==> src/rtl/ifetch_pkg.sv <==
// Shared types and constants for the instruction-fetch sequencer.
package ifetch_pkg;

  localparam int unsigned INST_BYTES     = 4;
  localparam int unsigned INST_WIDTH     = 32;
  localparam int unsigned WAIT_CNT_WIDTH = 4;
  localparam int unsigned COUNT_WIDTH    = 16;

  typedef logic [INST_WIDTH-1:0] inst_word_t;

  typedef enum logic [1:0] {
    ST_IDLE  = 2'd0,
    ST_WAIT  = 2'd1,
    ST_VALID = 2'd2
  } fetch_state_e;

endpackage

==> src/rtl/fetch_wait_cnt.sv <==
// Memory wait-state down-counter: load wins over decrement, holds at zero.
module fetch_wait_cnt
  import ifetch_pkg::*;
(
  input  logic                      clk,
  input  logic                      rst_n,
  input  logic                      load,
  input  logic [WAIT_CNT_WIDTH-1:0] load_val,
  input  logic                      dec,
  output logic                      zero_c
);

  logic [WAIT_CNT_WIDTH-1:0] count_q;

  always_ff @(posedge clk or negedge rst_n) begin
    if (!rst_n) begin
      count_q <= '0;
    end else if (load) begin
      count_q <= load_val;
    end else if (dec && (count_q != '0)) begin
      count_q <= count_q - WAIT_CNT_WIDTH'(1);
    end
  end

  assign zero_c = (count_q == '0);

endmodule

==> src/rtl/ifetch_ctrl.sv <==
// Instruction-fetch sequencer: owns the PC, waits out memory latency, and
// hands the fetched word to the control unit under a valid/ready handshake.
module ifetch_ctrl
  import ifetch_pkg::*;
#(
  parameter int unsigned           ADDR_WIDTH  = 24,
  parameter logic [ADDR_WIDTH-1:0] RESET_PC    = '0,
  parameter int unsigned           WAIT_STATES = 0
) (
  input  logic                   clk,
  input  logic                   rst_n,
  output logic [ADDR_WIDTH-1:0]  mem_addr,
  input  inst_word_t             mem_rdata,
  input  logic                   fetch_req,
  output inst_word_t             ir,
  output logic                   ir_valid,
  input  logic                   ir_ready,
  output logic [ADDR_WIDTH-1:0]  pc_out,
  input  logic                   redirect_en,
  input  logic [ADDR_WIDTH-1:0]  redirect_addr,
  output logic                   align_err,
  output logic [COUNT_WIDTH-1:0] fetch_count
);

  // The counter is loaded with WAIT_STATES-1 on entering WAIT; its zero cycle is the capture cycle.
  localparam logic [WAIT_CNT_WIDTH-1:0] WAIT_LOAD =
    (WAIT_STATES == 0) ? WAIT_CNT_WIDTH'(0) : WAIT_CNT_WIDTH'(WAIT_STATES - 1);

  fetch_state_e           state_q, state_d;
  logic [ADDR_WIDTH-1:0]  pc_q, pc_d;
  logic [ADDR_WIDTH-1:0]  pc_out_q, pc_out_d;
  inst_word_t             ir_q, ir_d;
  logic                   valid_q, valid_d;
  logic                   align_q, align_d;
  logic [COUNT_WIDTH-1:0] count_q, count_d;
  logic                   cnt_load;
  logic                   cnt_dec;
  logic                   cnt_zero_c;

  fetch_wait_cnt u_wait_cnt (
    .clk      (clk),
    .rst_n    (rst_n),
    .load     (cnt_load),
    .load_val (WAIT_LOAD),
    .dec      (cnt_dec),
    .zero_c   (cnt_zero_c)
  );

  always_ff @(posedge clk or negedge rst_n) begin
    if (!rst_n) begin
      state_q  <= ST_IDLE;
      pc_q     <= RESET_PC;
      pc_out_q <= RESET_PC;
      ir_q     <= '0;
      valid_q  <= 1'b0;
      align_q  <= 1'b0;
      count_q  <= '0;
    end else begin
      state_q  <= state_d;
      pc_q     <= pc_d;
      pc_out_q <= pc_out_d;
      ir_q     <= ir_d;
      valid_q  <= valid_d;
      align_q  <= align_d;
      count_q  <= count_d;
    end
  end

  // Redirect overrides every state, so it is resolved ahead of the state case.
  always_comb begin
    state_d  = state_q;
    pc_d     = pc_q;
    pc_out_d = pc_out_q;
    ir_d     = ir_q;
    align_d  = align_q;
    count_d  = count_q;
    cnt_load = 1'b0;
    cnt_dec  = 1'b0;

    if (redirect_en) begin
      state_d = ST_IDLE;
      pc_d    = {redirect_addr[ADDR_WIDTH-1:2], 2'b00};
      if (redirect_addr[1:0] != 2'b00) begin
        align_d = 1'b1;
      end
    end else begin
      unique case (state_q)
        ST_IDLE: begin
          if (fetch_req) begin
            if (WAIT_STATES == 0) begin
              ir_d     = mem_rdata;
              pc_out_d = pc_q;
              state_d  = ST_VALID;
            end else begin
              cnt_load = 1'b1;
              state_d  = ST_WAIT;
            end
          end
        end
        ST_WAIT: begin
          if (cnt_zero_c) begin
            ir_d     = mem_rdata;
            pc_out_d = pc_q;
            state_d  = ST_VALID;
          end else begin
            cnt_dec = 1'b1;
          end
        end
        ST_VALID: begin
          if (ir_ready) begin
            pc_d    = pc_q + ADDR_WIDTH'(INST_BYTES);
            state_d = ST_IDLE;
            if (count_q != '1) begin
              count_d = count_q + COUNT_WIDTH'(1);
            end
          end
        end
        default: state_d = ST_IDLE;
      endcase
    end

    valid_d = (state_d == ST_VALID);
  end

  assign mem_addr    = pc_q;
  assign pc_out      = pc_out_q;
  assign ir          = ir_q;
  assign ir_valid    = valid_q;
  assign align_err   = align_q;
  assign fetch_count = count_q;

endmodule

==> config.mk <==
export PLATFORM = sky130hd
export DESIGN_NAME = ifetch_ctrl
export DESIGN_NICKNAME = d
export VERILOG_FILES = /design/src/rtl/ifetch_pkg.sv /design/src/rtl/fetch_wait_cnt.sv /design/src/rtl/ifetch_ctrl.sv
export SDC_FILE = /design/constraint.sdc
export NUM_CORES = 1
export LEC_CHECK = 0
export CAP_MARGIN = 40
export CELL_PAD_IN_SITES_DETAIL_PLACEMENT = 0
export CELL_PAD_IN_SITES_GLOBAL_PLACEMENT = 1
export CORE_AREA = 4 4 119 121
export CTS_CLUSTER_SIZE = 25
export DETAILED_ROUTE_END_ITERATION = 8
export DIE_AREA = 0 0 123 125
export PLACE_DENSITY = 0.76
export SYNTH_ARGS = -nofsm -noshare
export SYNTH_HDL_FRONTEND = slang
export SYNTH_SLANG_ARGS = --single-unit
==> constraint.sdc <==
create_clock -name clk -period 2.26 [get_ports clk]
set_input_delay 0.678 -clock clk [delete_from_list [all_inputs] [get_ports clk]]
set_output_delay 0.678 -clock clk [all_outputs]
set_load 0.01 [all_outputs]
==> flow_summary.yaml <==
timing:
  slew_viol_final: 0
  rsz0062_at_grt: "false"
  setup_viol: 0
  timing.setup.tns_ns: 0
  final.period_utilization_pct: 94.5
  skew_ns: 0.00692
  fin_crit_ns: 2.14
  final_hold_viol_count: 0
  timing.hold.ws_ns: 0.292
  worst_slack_ns: 0.124
  fmax_ghz: 0.468
grt:
  grt_pass1_wl_um: 18500
  grt_max_degree: 41
  grt_use_total_pct: 15.3
  grt_overflow: 0
  antenna_found_initial: 0
  grt_pass1_vias: 3593
clock_tree:
  numClockSinks: 100
  clk_path_buf_depth: 2
  cts_max_level: 3
  cts_tree: "yes"
  path_clk_slew_ns: 0.06
  cts_resized: 0
  numCtsBuffers: 9
  ctsHoldBuffers: 0
  clk_latency_ns: 0.34
  post-cts-setup-buffer-count: 0
  cts-root-buf: "clkbuf_16"
pwr:
  internal_power_mw: 3.78
  seqPwrFrac_pct: 44.4
  switching_power_mw: 1.34
  leakagePower_nw: 2.76
  power.share.clock_pct: 30.4
  power_density_nw_per_um2: 764
  irDropWorstVdd_mv: 0.383
  comb_power_share_pct: 25.1
  p_sw_share_pct: 26.1
yosys:
  async_flop_share_pct: 100
  synth_enable_flop_cells: 0
  netlist_area_um2: 4510
  syn_avg_cell_area_um2: 12.2
  syn_inst: 370
  yosysWarnings: 0
  ys_ff_latch: 100
  synthFlopType: "dfrtp_1"
  ys_seq_area_share_pct: 55.4
  synth_cell_type_count: 45
final_layout:
  drive_gt1_share_pct: 19.8
  n_fill_cell: 1127
  layout_commonest_cell: "clkdlybuf4s50_1"
  seqCellArea_um2: 2500
  nets: 611
  final_cells: 727
  final_cell_mix: "153 x clkdlybuf4s50_1, 100 x dfrtp_1, 57 x mux2_2, 28 x nand2_1, 26 x buf_4"
  diodes: 0
  multi_input_area_um2: 1860
  area_growth_syn_to_layout_pct: 48.5
  final_util_pct: 51.2
drt:
  drtPass1Iterations: 4
  ant_nets: 0
  drt-initial-drc-count: 146
  wl_um: 11700
  routedWlPerCell_um: 16.1
  vias: 3521
  viasPerCell: 4.84
  drc: 0
floorplan:
  io_pins: 159
  die_w_um: 123
  row_count: 42
  die_area_um2: 15400
  initial_core_util_pct: 34.5
  coreArea_um2: 13100
  die_h_um: 125
worst_setup_path:
  cp_slowest_cell: "clkdlybuf4s50_1"
  cpPeakStageDelay_ns: 0.60
  path_buf_inv: 1
  required_ns: 1.58
  crit_fanout: 8
  cp-start-kind: "register"
  worstSetupPathType: "reg -> out"
  crit_chain: "clkdlybuf4s50_1"
  cp.arrival_ns: 1.46
  endpoint_kind: "output port"
  critical_path.top_delay_family: "buffers and inverters"
run:
  maxCapViolCount: 0
placed_design:
  gp_congestion: 0.769
  post-place-ws_ns: -0.135
  post-dp-hpwl_um: 8780
  portBuffers: 154
  dp_cells: 712
min_path:
  hold_path_class: "in -> async"
outcome:
  outcome: "finished clean"
-- power groups by stage --
stage	Clock (mW)	Sequential, mW	Combinational [mW]
6_report	1.56	2.27	1.29
5_1_grt	1.71	2.32	1.39
4_1_cts	1.61	2.28	1.31
3_5_place_dp	0	2.31	1.31
3_3_place_gp	0	2.29	1.29
2_1_floorplan	0	2.41	0.383
-- final cells by class --
class / instances / area share [%]
Sequential cell: 100 / 37.3
Clock inverter: 4 / 0.728
Timing Repair Buffer: 182 / 26.7
Tap cell: 176 / 3.29
Inverter: 9 / 0.504
Clock buffer: 11 / 3.77
Multi-Input combinational cell: 245 / 27.7
-- worst paths after layout --
| check | from | to | slack [ns] | cells after the start |
|---|---|---|---|---|
| worst max-delay path | mem_addr[13] | mem_addr[13] | 0.12 | 1 |
| worst min-delay path | rst_n | ir[8] | 0.29 | 1 |
| worst max register to register | u_wait_cnt.count_q[0] | pc_out[2] | 0.28 | 7 |
| worst min register to register | align_err | align_err | 0.46 | 1 |
| max in group asynchronous | rst_n | fetch_count[5] | 1.36 | 2 |
| min in group clk | align_err | align_err | 0.46 | 1 |
-- per-layer routing --
layer / vias to the layer above / part of all wire, % / track usage, %
li1: 1678 / - / -
met1: 1686 / 45 / 20.0
met2: 143 / 45 / 24.2
met3: 14 / 8.9 / 4.52
met4: 0 / 1.6 / 5.21
met5: - / 0 / 0
-- synth_stat cells, drive strengths merged, types with 2 or more instances --
| cell type | instances | area, µm² |
|---|---|---|
| dfrtp | 100 | 2500 |
| mux2 | 57 | 642 |
| nand2 | 29 | 111 |
| xnor2 | 19 | 166 |
| nand3 | 17 | 95.1 |
| o21ai | 16 | 80.1 |
| buf | 13 | 109 |
| nand4 | 12 | 105 |
| nor2 | 11 | 41.3 |
| or4 | 10 | 75.1 |
| inv | 9 | 33.8 |
| xor2 | 8 | 70.1 |
| nor3 | 7 | 35.0 |
| a31oi | 6 | 37.5 |
| clkbuf | 6 | 22.5 |
| o211ai | 6 | 45.0 |
| and3 | 5 | 32.5 |
| nand2b | 5 | 31.3 |
| o31ai | 5 | 37.5 |
| and4 | 4 | 38.8 |
| and2 | 3 | 18.8 |
| ha | 3 | 37.5 |
| nor4 | 3 | 18.8 |
| a21oi | 2 | 10.0 |
| nand4b | 2 | 17.5 |
-- per-stage QoR --
stage,power (mW),instance area [µm²]
global route,5.41,6700
detailed placement,3.62,6400
global placement,3.58,6400
floorplan,2.79,4520
finish,5.12,6700
CTS,5.20,6700
-- cells by family (layout without fill, tap and decap cells) --
logic type	Yosys count	after routing	synth area share, %
simple gates	114	114	14.9
flops	100	100	55.4
mux	58	58	14.4
compound gates	39	39	5.41
buf+inv	28	206	3.66
xor+xnor	27	27	5.24
fa+ha+maj	3	3	0.832
other cells	1	4	0.0831
-- flip-flops by register name (all words and copies together) (netlist names) --
name                count
ir                     32
mem_addr               22
pc_out                 22
fetch_count            16
u_wait_cnt.count_q      4
state_q                 2
align_err               1
ir_valid                1
No activity file was read; power rests on OpenSTA's default activity.
